$ cat src/rtl/serial_subtractor_4_bit_if.sv
// Operand/result bundle for the bit-serial subtractor: start/done handshake,
// operands in, registered difference and borrow out.
interface serial_subtractor_4_bit_if #(
    parameter int unsigned WIDTH = 4
);
    logic             start;
    logic [WIDTH-1:0] a;
    logic [WIDTH-1:0] b;
    logic             bin;
    logic             busy;
    logic             done;
    logic [WIDTH-1:0] diff;
    logic             bout;

    modport master (
        output start, a, b, bin,
        input  busy, done, diff, bout
    );

    modport slave (
        input  start, a, b, bin,
        output busy, done, diff, bout
    );
endinterface

$ cat src/rtl/serial_subtractor_4_bit.sv
// Bit-serial a - b - bin: one full-subtractor cell plus a borrow flop, LSB first,
// WIDTH cycles per operation under a start/done handshake.
module serial_subtractor_4_bit #(
    parameter int unsigned WIDTH = 4
) (
    input logic                      clk,
    input logic                      rst,
    serial_subtractor_4_bit_if.slave bus_io
);
    localparam int unsigned CntW = $clog2(WIDTH) + 1;

    typedef enum logic [1:0] {StIdle, StRun, StDone} state_e;

    state_e           state_q, state_d;
    logic [WIDTH-1:0] a_sh_q, a_sh_d;
    logic [WIDTH-1:0] b_sh_q, b_sh_d;
    logic [WIDTH-1:0] d_sh_q, d_sh_d;
    logic             brw_q, brw_d;
    logic [CntW-1:0]  cnt_q, cnt_d;
    logic [WIDTH-1:0] diff_q, diff_d;
    logic             bout_q, bout_d;

    logic             accept;
    logic             last_bit;
    logic             x, y, d_bit, brw_nxt;
    logic [WIDTH-1:0] d_sh_nxt;

    // start only matters when no operation is in flight
    assign accept   = bus_io.start && (state_q == StIdle || state_q == StDone);
    assign last_bit = (cnt_q == CntW'(WIDTH - 1));

    // Full-subtractor cell on the current LSBs
    assign x        = a_sh_q[0];
    assign y        = b_sh_q[0];
    assign d_bit    = x ^ y ^ brw_q;
    assign brw_nxt  = (~x & y) | (~(x ^ y) & brw_q);
    assign d_sh_nxt = (d_sh_q >> 1) | (WIDTH'(d_bit) << (WIDTH - 1));

    // State register
    always_ff @(posedge clk) begin
        if (rst) begin
            state_q <= StIdle;
        end else begin
            state_q <= state_d;
        end
    end

    // Next-state logic
    always_comb begin
        state_d = state_q;
        unique case (state_q)
            StIdle:  if (accept) state_d = StRun;
            StRun:   if (last_bit) state_d = StDone;
            StDone:  state_d = accept ? StRun : StIdle;
            default: state_d = StIdle;
        endcase
    end

    // Outputs decode from registered state only
    always_comb begin
        bus_io.busy = (state_q == StRun);
        bus_io.done = (state_q == StDone);
        bus_io.diff = diff_q;
        bus_io.bout = bout_q;
    end

    // Datapath next-state
    always_comb begin
        a_sh_d = a_sh_q;
        b_sh_d = b_sh_q;
        d_sh_d = d_sh_q;
        brw_d  = brw_q;
        cnt_d  = cnt_q;
        diff_d = diff_q;
        bout_d = bout_q;
        if (accept) begin
            a_sh_d = bus_io.a;
            b_sh_d = bus_io.b;
            brw_d  = bus_io.bin;
            cnt_d  = '0;
        end else if (state_q == StRun) begin
            a_sh_d = a_sh_q >> 1;
            b_sh_d = b_sh_q >> 1;
            d_sh_d = d_sh_nxt;
            brw_d  = brw_nxt;
            cnt_d  = cnt_q + 1'b1;
            if (last_bit) begin
                diff_d = d_sh_nxt;
                bout_d = brw_nxt;
            end
        end
    end

    always_ff @(posedge clk) begin
        if (rst) begin
            a_sh_q <= '0;
            b_sh_q <= '0;
            d_sh_q <= '0;
            brw_q  <= 1'b0;
            cnt_q  <= '0;
            diff_q <= '0;
            bout_q <= 1'b0;
        end else begin
            a_sh_q <= a_sh_d;
            b_sh_q <= b_sh_d;
            d_sh_q <= d_sh_d;
            brw_q  <= brw_d;
            cnt_q  <= cnt_d;
            diff_q <= diff_d;
            bout_q <= bout_d;
        end
    end
endmodule

$ cat src/flat_wrapper.sv
// flat-port wrapper written by rule: the top's interface ports become plain ports
module serial_subtractor_4_bit_flat 
#(
    parameter int unsigned WIDTH = 4
)
  (clk, rst, bus_io_start, bus_io_a, bus_io_b, bus_io_bin, bus_io_busy, bus_io_done, bus_io_diff, bus_io_bout);
  serial_subtractor_4_bit_if #(.WIDTH(WIDTH)) bus_io_i ();
  input logic clk;
  input logic rst;
  input wire logic [$bits(bus_io_i.start)-1:0] bus_io_start;
  input wire logic [$bits(bus_io_i.a)-1:0] bus_io_a;
  input wire logic [$bits(bus_io_i.b)-1:0] bus_io_b;
  input wire logic [$bits(bus_io_i.bin)-1:0] bus_io_bin;
  output wire logic [$bits(bus_io_i.busy)-1:0] bus_io_busy;
  output wire logic [$bits(bus_io_i.done)-1:0] bus_io_done;
  output wire logic [$bits(bus_io_i.diff)-1:0] bus_io_diff;
  output wire logic [$bits(bus_io_i.bout)-1:0] bus_io_bout;
  assign bus_io_i.start = bus_io_start;
  assign bus_io_i.a = bus_io_a;
  assign bus_io_i.b = bus_io_b;
  assign bus_io_i.bin = bus_io_bin;
  assign bus_io_busy = bus_io_i.busy;
  assign bus_io_done = bus_io_i.done;
  assign bus_io_diff = bus_io_i.diff;
  assign bus_io_bout = bus_io_i.bout;
  serial_subtractor_4_bit #(.WIDTH(WIDTH)) u_core (.clk(clk), .rst(rst), .bus_io(bus_io_i));
endmodule
$ cat config.mk
export PLATFORM = sky130hd
export DESIGN_NAME = serial_subtractor_4_bit_flat
export DESIGN_NICKNAME = d
export VERILOG_FILES = /design/src/rtl/serial_subtractor_4_bit_if.sv /design/src/rtl/serial_subtractor_4_bit.sv /design/src/flat_wrapper.sv
export SDC_FILE = /design/constraint.sdc
export NUM_CORES = 1
export LEC_CHECK = 0
export CORE_ASPECT_RATIO = 1.2
export CORE_MARGIN = 8
export CORE_UTILIZATION = 50
export CTS_BUF_LIST = sky130_fd_sc_hd__clkbuf_8
export DETAILED_ROUTE_END_ITERATION = 12
export MAX_ROUTING_LAYER = met4
export PLACE_DENSITY_LB_ADDON = 0.12
export SLEW_MARGIN = 20
export SYNTH_ARGS = -nofsm -noshare
export SYNTH_HDL_FRONTEND = slang
export SYNTH_SLANG_ARGS = --single-unit
$ cat constraint.sdc
create_clock -name clk -period 1.5 [get_ports clk]
set_clock_uncertainty 0.05 [all_clocks]
set_input_delay 0.3 -clock clk [delete_from_list [all_inputs] [get_ports clk]]
set_output_delay 0.3 -clock clk [all_outputs]
set_load 0.01 [all_outputs]
==> Flow_metrics.wiki, run 1 <==
{| class="wikitable"
! Metric !! Value
|-
| Worst-path clk slew || around 80 ps
|-
| Biggest area consumer among synthesized cells || dfxtp_1
|-
| Wire length of the first global-routing pass || between 3 and 4 mm
|-
| Share of synthesized area occupied by flip-flops and latches || 48.09%
|-
| Overall routed net length || 1.937 mm
|-
| Accumulated negative setup slack || 0 ps
|-
| Antenna violations before repair || 0
|-
| Transition time at the pin with the least slew margin || about 250 ps
|-
| Via count of the first global-routing pass || 696
|-
| Cell depth of the worst hold path || 2
|-
| Max-Cap Viols || 0
|-
| Post-synthesis async set-or-reset flop share || 0%
|-
| Count of yosys warnings during synthesis || 0
|-
| Fraction of layout instances using a drive strength above 1 || 11.29%
|-
| Number of standard-cell rows in the floorplan || 17
|-
| Clock Root Buffer || clkbuf_8
|-
| Ports || 19
|-
| Peak supply drop || approximately 1 mV
|-
| DR pass1 iterations || 4
|-
| Hold Slack || just over 400 ps
|-
| Number of fillers in the final layout || between 150 and 200
|-
| Number of buffers added by the clock tree synthesis step || 3
|-
| Type of the tightest min-delay check || reg2reg
|-
| Required @ worst endpoint || 1150 ps
|-
| Initial core utilization || 51.26%
|-
| Per-instance average area after synthesis || between 8 and 9 µm²
|-
| TritonCTS Sinks || 22
|-
| Portion of synthesized cell area occupied by the leading cell type || between 40% and 50%
|-
| Detail Placement HPWL || around 1.4 mm
|-
| Part of the cycle the worst path needs || between 90 and 100%
|-
| CTS tree || done
|-
| Remaining number of nets flagged by the antenna check after routing || 0
|-
| Critical path start-end classification || reg2out
|-
| Status || completed
|-
| Clock latency reported for the late side of the worst-skew pair || 270 ps
|-
| Pin count of the biggest net entering global routing || 23
|-
| Setup slack at placement || between 3 and 4 ps
|-
| PwrDens || 1122 nW/µm²
|-
| Total die area || about 3500 µm²
|-
| CP Launch Type || register
|-
| Overall Global Routing Usage || approximately 12%
|-
| Clock period minus final worst setup slack || 1418 ps
|-
| Count of port buffers added during placement || 18
|-
| Predominant post-synthesis flop cell || dfxtp_1
|-
| Met1 track demand over resource || between 10% and 20%
|-
| Number of slew-limit violations in the final report || 0
|-
| Cell area after layout || between 1000 and 1500 µm²
|-
| Fraction of met3 tracks used by global routing || 3.095%
|-
| Post-Synthesis Net Count || between 100 and 150
|-
| Count of final hold-check violations || 0
|-
| Remaining DRCs || 0
|-
| Pleak || between 0.0005 and 0.0006 µW
|-
| Final-report setup violation count || 0
|-
| Slew margin rel. || 83.33%
|-
| Post-synthesis to final-layout area growth || 31.97%
|-
| Post-Synthesis Cell Area || roughly 920 µm²
|-
| Met2 Resource Use GR || 16.99%
|-
| Crit Path Max Fanout || 3
|-
| Yosys reg bits || 22
|-
| Data arrival time of the critical path || 1070 ps
|-
| Cell count of the worst reg-to-reg path || 5
|-
| Setup repair after global routing missed its margin || no
|-
| Layer with the highest usage || met2
|-
| Iter 0 DRT Violations || 19
|-
| Yosys cell types || 25
|-
| Final critical-path setup slack || 82.47 ps
|-
| Die height || 62.89 µm
|-
| Via count of the routed design || ~800
|-
| H-tree depth || 1
|-
| Largest cells by area after synthesis || dfxtp_1 (48%), nand2_1 (8.6%), a311oi_1 (5.7%), a21oi_1 (5.5%), nand3_1 (3.3%)
|-
| Count of nets after finishing || between 100 and 150
|-
| Drt wl/cell || 13.55 µm
|-
| Clock Path Buffers || 2
|-
| Number of enable-type register cells in the synthesized netlist || 0
|-
| Width of the die || approximately 55 µm
|-
| Antenna Diode Count || 0
|-
| FMAX || about 710 MHz
|-
| Via density || 5.448
|-
| GR Overflow Total || 0
|-
| Core area || roughly 1800 µm²
|-
| Routability cong. || between 0.6 and 0.7
|-
| Cell area reported after detailed placement || roughly 1100 µm²
|-
| CP Capture Type || primary output
|-
| Number of hold buffers added after CTS || 0
|-
| Cells after Synth || 105
|}
[placed cells by master (no fill, tap or decap)]
cell / instances
a2111oi_2: 1
nand3b_1: 1
nor2b_1: 2
dfxtp_2: 1
dfxtp_1: 21
buf_4: 4
a311oi_1: 6
nand3_1: 6
buf_12: 1
dlymetal6s2s_1: 5
fa_1: 1
clkbuf_8: 3
inv_1: 3
nor2_1: 8
o22ai_1: 1
a2bb2oi_1: 1
clkdlybuf4s50_1: 11
bufinv_16: 1
nand2_1: 21
dlygate4sd2_1: 1
o21a_1: 1
xnor2_1: 1
a21oi_1: 10
ha_1: 2
mux2i_1: 2
inv_2: 1
nor3_1: 5
clkdlybuf4s15_1: 1
nand2b_2: 2
[power by group]
part | total (µW) | switching [µW] | internal (µW) | leakage [µW]
Clock | 550 | 194 | 357 | 0.0000357
Sequential | 633 | 19.1 | 614 | 0.000180
Combinational | 172 | 86.2 | 85.8 | 0.000317
[Yosys cell counts, types with 2 or more instances]
library cell,count
nor3_1,5
dfxtp_1,22
ha_1,2
inv_1,3
nor2b_1,2
buf_2,2
nor2_1,8
clkbuf_1,3
nand3_1,6
a311oi_1,6
a21oi_1,10
mux2i_1,2
nand2_1,21
nand2b_2,2
[critical path, stage by stage (launching register included)]
cell and delay [ps]:
dfxtp_1 320, nand2b_2 190, inv_2 60, clkdlybuf4s15_1 230
[state kept, by name, indices dropped and copies added (netlist names)]
register and flops:
u_core.d_sh_q 3, u_core.brw_q 1, u_core.a_sh_q 4, u_core.cnt_q 3
u_core.b_sh_q 4, u_core.bus_io.bout 1, u_core.state_q 2, u_core.bus_io.diff 4
[worst paths after layout]
path | start | endpoint | slack [ps]
max | u_core.state_q[1] | bus_io_busy | 80
min | u_core.bus_io.diff[2] | u_core.bus_io.diff[2] | 400
max reg2reg | u_core.state_q[1] | u_core.b_sh_q[2] | 160
min reg2reg | u_core.bus_io.diff[2] | u_core.bus_io.diff[2] | 400
[logic make-up (layout without fill, tap and decap cells)]
kind of cell / count (synthesis) / in the layout / share of synthesized area [%]
adder cells (fa/ha/maj): 3 / 3 / 4.918
buffers and inverters: 12 / 31 / 6.557
AND/OR/NAND/NOR: 45 / 45 / 22.00
XOR/XNOR: 1 / 1 / 0.9565
multiplexers: 2 / 2 / 2.186
AO/OA/AOI/OAI: 20 / 20 / 15.30
flip-flops: 22 / 22 / 48.09
[layout make-up]
type                       count  area, µm²  area share (%)
sequential                    22      441.7           36.54
multi-input combinational     71      415.4           34.37
timing repair buffer          23      241.5           19.98
clock buffer                   3      41.29           3.416
clock inverter                 1      30.03           2.484
tap                           19      23.77           1.967
inverter                       4      15.01           1.242
[metrics by stage]
step	std cells	util [%]	power, µW
after floorplan	105	-	754.5
after global placement	139	62.96	815.2
after detailed placement	139	62.96	820.4
after CTS	143	66.88	1360
after global routing	143	67.65	1410
final	143	67.65	1356
[what timing repair did]
action                                  CTS  global route
buffers inserted                          0             0
gates resized for setup                   3             6
endpoints found under the setup margin    2             6
gates cloned                              0             0
[per-layer routing]
metal  wire (µm)  vias up
met5           0        -
met4          38        0
met3         124        5
met2         941       17
met1         832      361
li1            -      396
No activity file was read; power rests on OpenSTA's default activity.
==> run 2: changes to the inputs <==
ABC_AREA = 1   (was not set)
CORE_MARGIN = not set   (was 8)
CORE_UTILIZATION = 35   (was 50)
==> run 2 against run 1 <==
  * Die area down 12%
  * Routed wire length up 5.2%
  * Worst hold slack better by 14 ps
  * Final area up 13%
  * Synthesized area up 7.9%
  * Maximum frequency down 0.92%
  * Sequential power up 2%
  * Total power up 3.8%
==> Flow_metrics.wiki, run 2 <==
{| class="wikitable"
! Metric !! Value
|-
| Cell with the most instances after synthesis || nor2_1
|-
| Sequential cell area in the final layout || 441.7 µm² (unchanged)
|-
| Number of fillers in the final layout || 274 (+68%)
|-
| Largest cells by area after synthesis || dfxtp_1 (45%), nor2_1 (12%), nand2_1 (8.7%), inv_1 (7.2%), o21ai_0 (6.1%)
|-
| Post-synthesis async set-or-reset flop share || 0% (unchanged)
|-
| Number of standard-cell rows in the floorplan || 20 (+3)
|-
| FMAX || 698.9 MHz (-0.92%)
|-
| Accumulated negative setup slack || 0 ps (unchanged)
|-
| Slew margin rel. || 82.16% (-1.2 points)
|-
| Drt wl/cell || 10.24 µm (-24%)
|-
| Routability cong. || 0.8416 (+23%)
|-
| Width of the die || 50.51 µm (-8.3%)
|-
| Predominant post-synthesis flop cell || dfxtp_1
|-
| TritonCTS Sinks || 22 (unchanged)
|-
| Post-Synthesis Cell Area || 988.4 µm² (+7.9%)
|-
| Wire length of the first global-routing pass || 3.360 mm (+3.6%)
|-
| Setup repair after global routing missed its margin || no
|-
| DR pass1 iterations || 4 (unchanged)
|-
| Share of synthesized area occupied by flip-flops and latches || 44.56% (-3.5 points)
|-
| Status || completed
|-
| Overall routed net length || 2.038 mm (+5.2%)
|-
| Peak supply drop || 0.5004 mV (-51%)
|-
| Remaining DRCs || 0 (unchanged)
|-
| GR Overflow Total || 0 (unchanged)
|-
| Portion of synthesized cell area occupied by the leading cell type || 44.56% (-3.5 points)
|-
| Clock period minus final worst setup slack || 1431 ps (+13.23 ps)
|-
| Met2 Resource Use GR || 26.86% (+9.9 points)
|-
| Pin count of the biggest net entering global routing || 15 (-35%)
|-
| Clock Root Buffer || clkbuf_8
|-
| Via count of the first global-routing pass || 826 (+19%)
|-
| Antenna Diode Count || 0 (unchanged)
|-
| Type of the tightest min-delay check || reg2reg
|-
| Met1 track demand over resource || 17.44% (+1.4 points)
|-
| Initial core utilization || 37.98% (-13 points)
|-
| Layer with the highest usage || met2
|-
| Antenna violations before repair || 0 (unchanged)
|-
| Post-synthesis to final-layout area growth || 38.10%
|-
| Part of the cycle the worst path needs || 95.38% (+0.88 points)
|-
| Top post-synthesis cells by count || nor2_1 (32), nand2_1 (23), dfxtp_1 (22)
|-
| Post-Synthesis Net Count || 152 (+27%)
|-
| Count of yosys warnings during synthesis || 0 (unchanged)
|-
| Worst-path clk slew || 90 ps (about the same)
|-
| Most common cell after layout, fill and taps aside || nor2_1
|-
| Non-Filler Instances || 199 (+39%)
|-
| Fraction of met3 tracks used by global routing || 2.290% (-0.81 points)
|-
| H-tree depth || 1 (unchanged)
|-
| Count of final hold-check violations || 0 (unchanged)
|-
| Critical path start-end classification || reg2out
|-
| CP Capture Type || primary output
|-
| Detail Placement HPWL || 1.554 mm (+13%)
|-
| Number of buffers added by the clock tree synthesis step || 3 (unchanged)
|-
| Pleak || 0.0007253 µW (+36%)
|-
| Clock latency reported for the late side of the worst-skew pair || 260 ps (about the same)
|-
| Cells after Synth || 137 (+30%)
|-
| Number of enable-type register cells in the synthesized netlist || 0 (unchanged)
|-
| Crit Path Max Fanout || 2 (-1)
|-
| Count of port buffers added during placement || 18 (unchanged)
|-
| Core area || 2603 µm² (+46%)
|-
| Count of nets after finishing || 182 (+30%)
|-
| Layout Utilization || 52.45% (-15 points)
|-
| Required @ worst endpoint || 1150 ps (about the same)
|-
| Number of slew-limit violations in the final report || 0 (unchanged)
|-
| Remaining number of nets flagged by the antenna check after routing || 0 (unchanged)
|-
| Total die area || 3041 µm² (-12%)
|-
| Die height || 60.22 µm (-4.2%)
|-
| Area taken by multi-input logic gates || 437.9 µm² (+5.4%)
|-
| CP Launch Type || register
|-
| Transition time at the pin with the least slew margin || 266.6 ps (+18.25 ps)
|-
| Register-to-Register Setup Slack || 190 ps (+30 ps)
|-
| CTS tree || done
|-
| Yosys cell types || 20 (-20%)
|-
| Fraction of layout instances using a drive strength above 1 || 12.65% (+1.4 points)
|-
| Data arrival time of the critical path || 1080 ps (about the same)
|-
| Via density || 4.472 (-18%)
|-
| Biggest area consumer among synthesized cells || dfxtp_1
|-
| Iter 0 DRT Violations || 9 (-10)
|-
| Per-instance average area after synthesis || 7.215 µm² (-17%)
|-
| Total placed cells including tap cells || 195 (+40%)
|-
| Clock Path Buffers || 2 (unchanged)
|-
| Max-Cap Viols || 0 (unchanged)
|-
| Ports || 19 (unchanged)
|-
| Overall Global Routing Usage || 15.29% (+2.9 points)
|-
| Commonest cells after routing, fill and taps aside || nor2_1 (32), nand2_1 (23), dfxtp_1 (21)
|-
| PwrDens || 1031 nW/µm² (-8.1%)
|-
| Via count of the routed design || 890 (+14%)
|-
| Yosys reg bits || 22 (unchanged)
|-
| Final-report setup violation count || 0 (unchanged)
|}
-- run 2: cell types whose count changed after synthesis, moves of 2 or more --
cell / previous run / this run
nor2_1: 8 / 32
inv_1: 3 / 19
mux2i_1: 2 / 0
a311oi_1: 6 / 0
clkbuf_1: 3 / 0
nor3_1: 5 / 1
a21oi_1: 10 / 8
nand2b_2: 2 / 0
o21ai_0: 0 / 12
nand2_1: 21 / 23
nor2b_1: 2 / 0
-- run 2: layer usage --
layer / vias up / part of all wire [%]
li1: 475 / -
met1: 395 / 48
met2: 18 / 48
met3: 2 / 3.3
met4: 0 / 0.74
met5: - / 0
-- run 2: repair_timing --
action                     CTS  global route
gates cloned                 0             0
gates resized for setup      3             5
setup endpoints to repair    2             5
buffers inserted             0             0
hold buffers                 0             0
-- run 2: cell families (layout without fill, tap and decap cells) --
logic type,after synthesis,count (layout),synth area share (%)
XOR/XNOR,1,1,0.8862
AO/OA/AOI/OAI,20,20,10.13
flip-flops,22,22,44.56
AND/OR/NAND/NOR,67,67,28.73
adder cells (fa/ha/maj),3,3,4.557
buffers and inverters,24,53,11.14
-- run 2: worst paths after layout --
path,start,to,depth (start not counted)
setup / recovery,u_core.state_q[1],bus_io_busy,3
setup reg to reg,u_core.state_q[1],u_core.bus_io.diff[0],7
hold reg to reg,u_core.bus_io.bout,u_core.bus_io.bout,2
hold / removal,u_core.bus_io.bout,u_core.bus_io.bout,2
-- run 2: layout make-up --
cell class,instances,area share [%]
Clock buffer,3,3.025
Clock inverter,1,2.200
Inverter,20,5.500
Multi-Input combinational cell,91,32.08
Sequential cell,22,32.36
Tap cell,33,3.025
Timing Repair Buffer,29,21.81
-- run 2: per-stage QoR --
step | total power [µW] | area, µm² | hold slack [ps] | setup slack [ps]
2_1_floorplan | 785.3 | 988.4 | 319.1 | 310.1
3_3_place_gp | 873.8 | 1282 | 397.8 | 47.71
3_5_place_dp | 876.9 | 1282 | 411.3 | 28.23
4_1_cts | 1422 | 1353 | 422.3 | 6.297
5_1_grt | 1475 | 1365 | 444.2 | 21.99
6_report | 1407 | 1365 | 416.5 | 69.24
-- run 2: critical path, stage by stage, from the launching register on --
cell and delay [ps]:
dfxtp_1 320, buf_4 130, nor2_4 90, dlygate4sd2_1 270
-- run 2: where the power goes --
| part | total [µW] | switching (µW) | internal, µW | leakage [µW] |
|---|---|---|---|---|
| sequential | 643 | 21.4 | 622 | 0.000180 |
| clock | 546 | 190 | 356 | 0.0000357 |
| combinational | 218 | 112 | 106 | 0.000509 |
| total | 1410 | 324 | 1080 | 0.000725 |
